**src/rtl/agc_controller.sv**
```systemverilog
// Automatic gain control loop: windowed power decisions drive a gain code
// over a request/acknowledge handshake, then blank while the front end settles.
// Ports: clk, rst (async, active-high)
//   avg_power_in/avg_power_valid_in : measured power and its qualifier
//   target_power, hysteresis        : setpoint and lock-window half-width
//   agc_enable                      : loop enable, low forces IDLE
//   gain_ack                        : front-end acknowledge
//   gain_out, gain_update           : gain code and pending-change request
//   agc_locked, gain_at_limit       : status flags
//   ack_error                       : sticky acknowledge timeout
module agc_controller #(
  parameter int DATA_WIDTH    = 32,
  parameter int GAIN_WIDTH    = 6,
  parameter int GAIN_INIT     = 32,
  parameter int COARSE_STEP   = 4,
  parameter int SETTLE_CYCLES = 256,
  parameter int LOCK_COUNT    = 4,
  parameter int ACK_TIMEOUT   = 1024
) (
  input  logic                  clk,
  input  logic                  rst,
  input  logic [DATA_WIDTH-1:0] avg_power_in,
  input  logic                  avg_power_valid_in,
  input  logic [DATA_WIDTH-1:0] target_power,
  input  logic [DATA_WIDTH-1:0] hysteresis,
  input  logic                  agc_enable,
  input  logic                  gain_ack,
  output logic [GAIN_WIDTH-1:0] gain_out,
  output logic                  gain_update,
  output logic                  agc_locked,
  output logic                  gain_at_limit,
  output logic                  ack_error
);

  localparam int TMAX = (SETTLE_CYCLES > ACK_TIMEOUT)
                        ? SETTLE_CYCLES : ACK_TIMEOUT;
  localparam int TW   = $clog2(TMAX + 1);
  localparam int CW   = $clog2(LOCK_COUNT + 1);
  localparam int GMAX = (1 << GAIN_WIDTH) - 1;

  typedef enum logic [1:0] {
    S_IDLE,
    S_MEASURE,
    S_UPDATE,
    S_SETTLE
  } state_t;

  state_t                state_q, state_d;
  logic [GAIN_WIDTH-1:0] gain_q, gain_d;
  logic [GAIN_WIDTH-1:0] commit_q, commit_d;
  logic                  upd_q, upd_d;
  logic                  lock_q, lock_d;
  logic                  lim_q, lim_d;
  logic                  err_q, err_d;
  logic [CW-1:0]         cnt_q, cnt_d;
  logic [TW-1:0]         timer_q, timer_d;

  logic [DATA_WIDTH:0]   win_hi;
  logic [DATA_WIDTH-1:0] win_lo;
  logic [DATA_WIDTH+1:0] crs_hi;
  logic [DATA_WIDTH-1:0] crs_lo;
  logic                  in_win;
  int                    step;
  int                    g_raw;
  int                    g_sat;
  logic                  clip;
  logic [GAIN_WIDTH-1:0] gain_new;

  // Window and coarse thresholds; the upper ones are widened so they
  // never wrap for large targets.
  always_comb begin
    win_hi = {1'b0, target_power} + {1'b0, hysteresis};
    win_lo = (target_power >= hysteresis)
             ? target_power - hysteresis : '0;
    crs_hi = {2'b00, target_power} << 2;
    crs_lo = target_power >> 2;
  end

  always_comb begin
    step   = 0;
    in_win = 1'b0;
    if ({2'b00, avg_power_in} > crs_hi)
      step = -COARSE_STEP;
    else if ({1'b0, avg_power_in} > win_hi)
      step = -1;
    else if (avg_power_in < crs_lo)
      step = COARSE_STEP;
    else if (avg_power_in < win_lo)
      step = 1;
    else
      in_win = 1'b1;
  end

  always_comb begin
    g_raw = int'(gain_q) + step;
    clip  = (g_raw < 0) || (g_raw > GMAX);
    if (g_raw < 0)
      g_sat = 0;
    else if (g_raw > GMAX)
      g_sat = GMAX;
    else
      g_sat = g_raw;
    gain_new = GAIN_WIDTH'(g_sat);
  end

  always_comb begin
    state_d  = state_q;
    gain_d   = gain_q;
    commit_d = commit_q;
    upd_d    = upd_q;
    lock_d   = lock_q;
    lim_d    = lim_q;
    err_d    = err_q;
    cnt_d    = cnt_q;
    timer_d  = timer_q;

    if (state_q == S_IDLE)
      err_d = 1'b0;

    if (!agc_enable) begin
      // Leaving any state: abort a pending request and drop lock.
      state_d = S_IDLE;
      upd_d   = 1'b0;
      gain_d  = commit_q;
      timer_d = '0;
      lock_d  = 1'b0;
      cnt_d   = '0;
    end else begin
      unique case (state_q)
        S_IDLE: begin
          state_d = S_MEASURE;
        end
        S_MEASURE: begin
          if (avg_power_valid_in) begin
            lim_d = clip;
            if (in_win) begin
              if (cnt_q >= CW'(LOCK_COUNT - 1)) begin
                cnt_d  = CW'(LOCK_COUNT);
                lock_d = 1'b1;
              end else begin
                cnt_d = cnt_q + CW'(1);
              end
            end else begin
              cnt_d  = '0;
              lock_d = 1'b0;
            end
            if (gain_new != gain_q) begin
              gain_d  = gain_new;
              upd_d   = 1'b1;
              timer_d = '0;
              state_d = S_UPDATE;
            end
          end
        end
        S_UPDATE: begin
          if (gain_ack) begin
            upd_d    = 1'b0;
            commit_d = gain_q;
            timer_d  = '0;
            state_d  = S_SETTLE;
          end else if (timer_q == TW'(ACK_TIMEOUT - 1)) begin
            err_d   = 1'b1;
            upd_d   = 1'b0;
            gain_d  = commit_q;
            timer_d = '0;
            state_d = S_MEASURE;
          end else begin
            timer_d = timer_q + TW'(1);
          end
        end
        S_SETTLE: begin
          if (timer_q == TW'(SETTLE_CYCLES - 1)) begin
            timer_d = '0;
            state_d = S_MEASURE;
          end else begin
            timer_d = timer_q + TW'(1);
          end
        end
        default: state_d = S_IDLE;
      endcase
    end
  end

  always_ff @(posedge clk or posedge rst) begin
    if (rst) begin
      state_q  <= S_IDLE;
      gain_q   <= GAIN_WIDTH'(GAIN_INIT);
      commit_q <= GAIN_WIDTH'(GAIN_INIT);
      upd_q    <= 1'b0;
      lock_q   <= 1'b0;
      lim_q    <= 1'b0;
      err_q    <= 1'b0;
      cnt_q    <= '0;
      timer_q  <= '0;
    end else begin
      state_q  <= state_d;
      gain_q   <= gain_d;
      commit_q <= commit_d;
      upd_q    <= upd_d;
      lock_q   <= lock_d;
      lim_q    <= lim_d;
      err_q    <= err_d;
      cnt_q    <= cnt_d;
      timer_q  <= timer_d;
    end
  end

  assign gain_out      = gain_q;
  assign gain_update   = upd_q;
  assign agc_locked    = lock_q;
  assign gain_at_limit = lim_q;
  assign ack_error     = err_q;

endmodule
```
**config.mk**
```make
export PLATFORM = sky130hd
export DESIGN_NAME = agc_controller
export DESIGN_NICKNAME = d
export VERILOG_FILES = /design/src/rtl/agc_controller.sv
export SDC_FILE = /design/constraint.sdc
export NUM_CORES = 1
export LEC_CHECK = 0
export BUFFER_PORTS_ARGS = -buffer_cell sky130_fd_sc_hd__clkbuf_2
export CAP_MARGIN = 30
export CORE_MARGIN = 4
export CORE_UTILIZATION = 40
export DETAILED_ROUTE_END_ITERATION = 7
export GPL_ROUTABILITY_DRIVEN = 0
export PLACE_DENSITY_LB_ADDON = 0.25
export SYNTH_ARGS = -nofsm -noshare
export SYNTH_HDL_FRONTEND = slang
export SYNTH_SLANG_ARGS = --single-unit
```
**constraint.sdc**
```tcl
create_clock -name clk -period 5 [get_ports clk]
set_input_delay 0.5 -clock clk [delete_from_list [all_inputs] [get_ports clk]]
set_output_delay 0.5 -clock clk [all_outputs]
set_load 0.005 [all_outputs]
```
* Word-level counts from Yosys, hierarchy flattened
Index checks and enable logic that the tools add are counted.
** Storage, ports and cells
- Bits in registers :: 32
- Bits in latches :: 0
- Bits in writable memories :: 0
- ROM bits :: 0
- Input port bits :: 101
- Output and inout port bits :: 10
- Word-level logic and storage cells :: 101
- Memories kept :: 0
** Cells by class
- Add/sub/neg operators :: 5
- Multipliers :: 0
- Div/mod/pow operators :: 0
- $lt $le $gt $ge :: 8
- Eq/ne operators :: 17
- Shifts and indexed selects :: 0
- Muxes and demuxes :: 52
- Bitwise gates (word level) :: 0
- Reduce and logical (&&, ||, !) cells :: 10
** Operators by type and width (number)
- 32-bit two-way mux :: 3
- 11-bit two-way mux :: 6
- 6-bit two-way mux :: 7
- 32-bit by 34-bit greater-than comparator with 1-bit output :: 1
- 32-bit by 32-bit adder with 33-bit output :: 1
- 32-bit by 33-bit greater-than comparator with 1-bit output :: 1
- 11-bit case mux with 3 select lines :: 1
- 7-bit by 32-bit adder with 32-bit output :: 1
- 32-bit >= comparator :: 1
- 32-bit by 7-bit greater-than comparator with 1-bit output (second input constant) :: 1
- 32-bit by 1-bit less-than comparator with 1-bit output (second input constant) :: 1
- 32-bit by 30-bit less-than comparator with 1-bit output :: 1
- 32-bit less-than comparator :: 1
- 32-bit subtractor :: 1
- 1-bit two-way mux :: 20
- 3-bit two-way mux :: 6
- 3-bit inequality test (second input constant) :: 5
- 2-bit two-way mux :: 6
- 6-bit case mux with 2 select lines :: 1
- 3-bit AND reduction :: 4
- 11-bit by 1-bit adder with 11-bit output (second input constant) :: 1
- 11-bit by 10-bit equality test with 1-bit output (second input constant) :: 1
- 11-bit by 8-bit equality test with 1-bit output (second input constant) :: 1
- 2-bit case mux with 4 select lines :: 1
- other kinds (17) :: 19

* Logic depth before layout (Yosys ltp)
Gate-level depths: netlist of run 1.
- Word-level depth :: 16
- Mapped depth :: 49

* Least setup slack after synthesis of run 1
No wires, ideal clock.
- Path kind :: input to register
- From :: input port hysteresis[3]
- To :: register timer_q[0]
- Library setup time :: 0.125 ns
- Arrival :: 8.570 ns
- Required time :: 4.875 ns
- Setup slack :: -3.695 ns
- Stages on the path :: 42
- Cell sequence :: inv_1 ha_1 clkbuf_1 a21o_1 a21oi_1 o21ai_0 a211oi_1 o21ai_0 o211ai_1 a21boi_0 nor2_1 o211ai_1 a2111oi_0 o21a_1 o21ai_0 ha_1 and4_1 nand3_1 (+6 left out) ha_1 fa_1 a21o_1 a21oi_1 inv_1 a21oi_1 nor2_1 o21ai_0 ha_1 inv_1 nor4_1 nand3_1 a211oi_1 mux2_4 mux2_4 nor4b_4 a21oi_2 mux2_4
** Between the ends
- Word-level cells in the longest chain between the ends :: 14
- Elaborated cells on any way between the ends :: 18
** RTL lines
- from (decl) :: line 25 : input logic [DATA_WIDTH-1:0] hysteresis,
- 32-bit subtractor or 32-bit >= comparator (tied branches) :: line 74, 73
- 32-bit two-way mux :: line 74 : ? target_power - hysteresis : '0;
- 32-bit less-than comparator :: line 88 : else if (avg_power_in < win_lo)
- 1-bit two-way mux :: line 88
- 3-bit two-way mux :: line 86 : else if (avg_power_in < crs_lo)
- 32-bit two-way mux * :: line 84 : else if ({1'b0, avg_power_in} > win_hi)
- 32-bit two-way mux * :: line 82 : if ({2'b00, avg_power_in} > crs_hi)
- 7-bit by 32-bit adder with 32-bit output * :: line 95 : g_raw = int'(gain_q) + step;
- 32-bit by 7-bit greater-than comparator with 1-bit output :: line 99 : else if (g_raw > GMAX)
- 6-bit two-way mux :: line 99
- 6-bit two-way mux * :: line 97 : if (g_raw < 0)
- 6-bit inequality test * :: line 147 : if (gain_new != gain_q) begin
- 3-bit inequality test (no source line) *
- 3-bit AND reduction (no source line) *
- to (signal assigned) :: line 204 : timer_q <= timer_d;
- to (decl) :: line 56 : logic [TW-1:0] timer_q, timer_d;
Mark *: on every way between the ends. The rest lies on a longest branch, timed or not.
A chain may end at the register's enable or synchronous reset.

* Worst setup path in the final report of run 1
- From :: input port target_power[1]
- To :: register gain_q[1], in the netlist gain_out[1]
** Between the ends
- Word-level cells in the longest chain between the ends :: 15
- Elaborated cells on any way between the ends :: 23
** RTL lines
- from (decl) :: line 24 : input logic [DATA_WIDTH-1:0] target_power,
- 32-bit subtractor or 32-bit >= comparator (tied branches) :: line 74, 73
- 32-bit two-way mux :: line 74
- 32-bit less-than comparator :: line 88
- 1-bit two-way mux :: line 88
- 3-bit two-way mux :: line 86
- 32-bit two-way mux :: line 84
- 32-bit two-way mux * :: line 82
- 7-bit by 32-bit adder with 32-bit output * :: line 95
- 32-bit by 7-bit greater-than comparator with 1-bit output :: line 99
- 6-bit two-way mux :: line 99
- 6-bit two-way mux * :: line 97
- parallel branches: the longest is 4 deep, another holds 6-bit inequality test
- to (signal assigned) :: line 187 : gain_q <= GAIN_WIDTH'(GAIN_INIT);
- to (signal assigned) :: line 197 : gain_q <= gain_d;
- to (decl) :: line 49 : logic [GAIN_WIDTH-1:0] gain_q, gain_d;
Mark *: on every way between the ends. The select of a mux whose other input is x is not followed.

==> flow_summary.toml, run 1 <==
[synthesis]
synth_warnings = 0
synth_edf_count = 0
synth-async-reset-ratio = 1.00
syn-instance-count = 1168
syn-num-nets = 1482
synth_ff_type = "dfrtp_1"
ys_seq_area_frac = 0.0917
synth_cell_types = 67
syn_area_per_cell_um2 = 7.50
ys_ff_latch = 32
syn-cell-area_um2 = 8760

[drt]
dr.pass1.iters = 5
postRouteAntennaNets = 0
vias_per_cell = 5.31
wl_mm = 29.8
num_vias = 10200
wl_per_cell_um = 15.5
drt_iter0_drc = 525
drc = 0

[layout]
fin_cells = 1918
postLayoutCoreUtil = 0.625
layout_common_cells = "buf_4 (382), ha_1 (194), inv_1 (115)"
area_growth_pct = 52.0
drive_above_1_share = 0.382
final_common_cell = "buf_4"
finalNetCount = 1955

[worst_hold_path]
hold_class = "input port to async pin"

[pwr]
power_density_nw_per_um2 = 232
ir_drop_v = 0.000169
static-leakage-power_nw = 6.83

[floorplanning]
coreArea_um2 = 21300
fp.dieW_um = 156
die_height_um = 156
die_area_um2 = 24300
ios = 111
initial_core_util = 0.411
num_rows = 53

[worst_setup_path]
crit_cells = 44
setup.worst_path.class = "input port to flip-flop"
slowest_stage = "or4_4"
critical_path.max_stage_delay_ps = 570
crit_arrival_ps = 8530
reg2reg_slack_ps = 670
r2r-start = "gain_out[1]$_DFFE_PP0P_"
cp_max_fo = 6
critPathTopFamily = "compound AO/OA/AOI/OAI gates"
worst-r2r-cell-count = 20
critPathLaunch = "target_power[1]"
start_kind = "input port"
cp.required_ps = 5160
crit_top_cell = "a21oi_2"
cp_num_buf_inv = 6
cp-end-kind = "flip-flop"

[placed_design]
dpl.hpwl_mm = 24.9
io_buffers = 110
dp.cells = 1878

[global_routing]
antenna_found_initial = 1
overflow = 0
grt_pass1_vias = 10100
grt_max_degree = 33
grt_pass1_wl_mm = 47.6
grt.total_usage = 0.234

[job]
drv_cap = 0

[timing]
slew_violations = 0
relSlewSlack = 0.343
worst_pin_slew_ps = 977
finalSetupTns_ps = -69840
skew_ps = 4.85
fin_crit_sh = 1.67
rsz0062_at_grt = "yes"
period_needed_ps = 8370
worst_slack_ps = -3370
hold_viol_final = 0
max_freq_ghz = 0.120
finalSetupViolCount = 25

[clocking]
cts_tree = "yes"
cts_buffers = 5
cts_hold_buf = 0
clk_latency_ps = 280
cts_root_buf = "clkbuf_16"
h-tree-depth = 2
cts_buffer_depth = 2
cts_sinks = 32
clkSlewWorstSetupHoldPaths_ps = 50

[outcome]
violations = "negative setup slack"
status = "complete, but fails checks"
[where the power goes]
group	total (W)	internal (W)	switching (W)
combinational	0.00238	0.00121	0.00118
sequential	0.000412	0.000320	0.0000921
clock	0.000296	0.000184	0.000112
[cell usage after synthesis (14+ instances only)]
cell | n | share of area
nand2_1 | 88 | 0.038
ha_1 | 210 | 0.30
o21ai_0 | 59 | 0.034
a21o_1 | 31 | 0.027
nor2b_1 | 19 | 0.014
dfrtp_1 | 30 | 0.086
inv_1 | 120 | 0.051
nand2b_1 | 23 | 0.016
nor3_1 | 26 | 0.015
nand3_1 | 25 | 0.014
xnor2_1 | 50 | 0.050
clkbuf_1 | 30 | 0.013
o21bai_1 | 14 | 0.012
nor2_1 | 86 | 0.037
nand4_1 | 30 | 0.021
a211oi_1 | 30 | 0.026
a21oi_1 | 113 | 0.065
[sequential cells by signal (all words and copies together), names as in the netlist]
name,cells
timer_q,11
gain_update,1
agc_locked,1
ack_error,1
cnt_q,3
state_q,2
gain_at_limit,1
gain_out,6
commit_q,6
[stage by stage]
stage                     power [W]  setup slack (ps)  hold WS, ps  cell area, um^2
final                       0.00309             -3370          285            13300
after global routing        0.00335             -3750          343            13300
after CTS                   0.00292             -3310          299            12900
after detailed placement    0.00247             -3810          476            12400
after global placement      0.00242             -3720          473            12400
after floorplan             0.00157             -2990          461             8910
[area by class of cell]
type	count	area [um^2]
clock inverter	1	5.00
inverter	121	467
tap	275	344
antenna	1	2.50
multi-input combinational	977	7960
clock buffer	7	133
timing repair buffer	504	3590
fill	1861	7980
sequential	32	803
[cell families after synthesis]
| kind of cell | share of synthesized area |
|---|---|
| AND/OR/NAND/NOR | 0.199 |
| AO/OA/AOI/OAI | 0.246 |
| buffers and inverters | 0.0706 |
| multiplexers | 0.0284 |
| XOR/XNOR | 0.0570 |
| adder cells (fa/ha/maj) | 0.307 |
| flip-flops | 0.0917 |
[final timing paths]
kind / to
worst max-delay path: gain_out[1]$_DFFE_PP0P_
worst min-delay path: state_q[0]$_DFFE_PP0P_
worst max register to register: gain_out[1]$_DFFE_PP0P_
worst min register to register: agc_locked$_DFFE_PP0P_
max in group asynchronous: gain_out[5]$_DFFE_PP1P_
min in group clk: agc_locked$_DFFE_PP0P_
[repair_timing]
item | CTS | global route
resized for setup | 61 | 50
pin swaps | 51 | 46
buffers inserted | 15 | 17
setup endpoints to repair | 25 | 25
[per-layer routing]
| metal | routed length (um) | vias up | track usage |
|---|---|---|---|
| li1 | - | 5187 | - |
| met1 | 13500 | 4697 | 0.308 |
| met2 | 14400 | 253 | 0.412 |
| met3 | 1240 | 45 | 0.0233 |
| met4 | 704 | 0 | 0.0546 |
| met5 | 0 | - | 0 |
[worst reg2reg max path: stages (launching register included)]
cell and delay (ps):
dfrtp_1 630, ha_1 320, a21o_1 170, a21oi_2 150
nor2b_1 70, o21ai_1 130, nand2b_1 140, a21oi_4 220
inv_1 80, nand2_2 90, ha_4 130, nand4_1 140
nor4_4 180, nand3_2 140, a211oi_2 190, mux2_4 230
mux2_4 320, nor4b_4 300, buf_6 180, a21oi_4 90
mux2_4 320
Power figures use the tool's default switching activity.
==> run 2, diff against run 1 <==
BUFFER_PORTS_ARGS = unset   (was -buffer_cell sky130_fd_sc_hd__clkbuf_2)
DONT_BUFFER_PORTS = 1   (was unset)
==> run 2 against run 1 <==
Effect of this change: the run still ends with negative setup slack left; flip-flop and latch count unchanged; combinational power fell by 13%; global-route usage is 0.65 points lower; register-to-register slack improved by 60 ps; non-clock buffer count is 205 lower; worst setup slack better by 250 ps; clock power rose by 27%; critical path depth rose by 1; sequential share of layout area rose by 0.65 points; sequential power grew 2%; largest power group unchanged; highest routed layer unchanged.
==> flow_summary.toml, run 2 (synthesis results as in run 1) <==
[pwr]
switching_share = 0.438
power_w = 0.00287
intPower_w = 0.00162
power_density_nw_per_um2 = 239
p_clk_frac = 0.130
static-leakage-power_nw = 5.90
p_sw_w = 0.00126
p_comb_frac = 0.723
seqPwrFrac = 0.147
ir_drop_v = 0.000169

[timing]
finalSetupViolCount = 25
max_freq_ghz = 0.123
period_needed_ps = 8110
slew_violations = 0
hold_ws_ps = 192
rsz0062_at_grt = "yes"
hold_viol_final = 0
worst_pin_slew_ps = 954
worst_slack_ps = -3110
relSlewSlack = 0.358
skew_ps = 6.46
fin_crit_sh = 1.62

[clocking]
clk_latency_ps = 280
cts_root_buf = "clkbuf_16"
clkSlewWorstSetupHoldPaths_ps = 60
cts_tree = "yes"
cts_sinks = 32
cts_buffers = 5
h-tree-depth = 2
cts_buffer_depth = 2

[global_routing]
grt_pass1_wl_mm = 45.8
grt_pass1_vias = 9251
antenna_found_initial = 0
overflow = 0
grt.total_usage = 0.227
grt_max_degree = 33

[worst_setup_path]
slowest_stage = "or4_4"
critical_path.max_stage_delay_ps = 550
start_kind = "input port"
reg2reg_slack_ps = 730
setup.worst_path.class = "input port to flip-flop"
cp_max_fo = 7
crit_top_cell = "a21oi_2"
r2r-start = "gain_out[1]$_DFFE_PP0P_"
cp-end-kind = "flip-flop"
crit_arrival_ps = 8270
critPathLaunch = "target_power[0]"
cp.required_ps = 5160
crit_end = "gain_out[2]$_DFFE_PP0P_"
worst-r2r-cell-count = 19
r2r_end = "gain_out[2]$_DFFE_PP0P_"

[placed_design]
dpl.hpwl_mm = 24.1
io_buffers = 0
dp_slack_ps = -3770
dp.cells = 1679

[drt]
wl_mm = 28.7
num_vias = 9336
wl_per_cell_um = 16.8
dr.pass1.iters = 4
drc = 0
vias_per_cell = 5.45
postRouteAntennaNets = 0
drt_iter0_drc = 403

[layout]
layout_common_cells = "buf_4 (288), ha_1 (194), inv_1 (116)"
postLayoutCoreUtil = 0.564
fin_cells = 1712
finalNetCount = 1750
area_growth_pct = 37.1
diodes = 0
largest_reg_flops = 11
drive_above_1_share = 0.294
top_register = "timer_q"
final_common_cell = "buf_4"

[floorplanning]
die_height_um = 156
coreArea_um2 = 21300
num_rows = 53
initial_core_util = 0.411
fp.dieW_um = 156
die_area_um2 = 24300
ios = 111

[outcome]
violations = "negative setup slack"
status = "complete, but fails checks"

[job]
drv_cap = 0

[worst_hold_path]
hold_class = "input port to async pin"
==> run 2: changes by cell type in the layout (fill, tap and decap cells not counted), moves of 3 or more <==
cell	before	now
a21oi_2	16	19
buf_4	382	288
clkbuf_2	108	0
o2bb2ai_1	6	2
o2bb2ai_2	2	6
==> run 2: worst max-delay path: cells and delay by family <==
kind / cells / cell delay (ps)
multiplexers: 3 / 870
adder cells (fa/ha/maj): 6 / 1510
buffers and inverters: 6 / 620
AO/OA/AOI/OAI: 17 / 2670
AND/OR/NAND/NOR: 12 / 1970
XOR/XNOR: 1 / 140
==> run 2: worst min-delay path by stage <==
stage,from,to,cells after the start
2_1_floorplan,commit_q[5]$_DFFE_PP1P_,commit_q[5]$_DFFE_PP1P_,2
3_3_place_gp,commit_q[5]$_DFFE_PP1P_,commit_q[5]$_DFFE_PP1P_,2
3_5_place_dp,commit_q[5]$_DFFE_PP1P_,commit_q[5]$_DFFE_PP1P_,2
4_1_cts,rst,gain_at_limit$_DFFE_PP0P_,2
5_1_grt,rst,state_q[0]$_DFFE_PP0P_,2
6_report,rst,state_q[1]$_DFFE_PP0P_,2
==> run 2: repair_timing <==
action | 4_1_cts | 5_1_grt
setup buffers | 13 | 11
gates resized for setup | 68 | 30
pin swaps | 47 | 23
cloned | 1 | 0
hold buffers | 0 | 0
endpoints found under the hold margin | 0 | 0
setup endpoints to repair | 25 | 25
==> run 2: layout make-up <==
type / instances / area (um^2)
clock inverter: 1 / 30.0
inverter: 121 / 467
clock buffer: 7 / 153
tap: 275 / 344
sequential: 32 / 803
timing repair buffer: 299 / 2280
multi-input combinational: 977 / 7930
fill: 1999 / 9280
==> run 2: power groups by stage <==
stage | logic [W] | registers [W] | clock network (W)
4_1_cts | 0.00199 | 0.000421 | 0.000378
5_1_grt | 0.00230 | 0.000428 | 0.000392
2_1_floorplan | 0.00119 | 0.000384 | 0
6_report | 0.00208 | 0.000422 | 0.000375
3_5_place_dp | 0.00186 | 0.000421 | 0
3_3_place_gp | 0.00182 | 0.000419 | 0
==> run 2: per-stage QoR <==
stage               setup TNS (ps)  instance area, um^2
CTS                         -61440                11800
global placement            -77460                11100
floorplan                   -60490                 8910
finish                      -64050                12000
global route                -74590                12000
detailed placement          -81020                11100
==> run 2: metal layers <==
layer  share of wire  track usage
met4           0.015       0.0354
met2            0.48        0.395
met5               0            0
met1            0.46        0.304
met3           0.052       0.0341
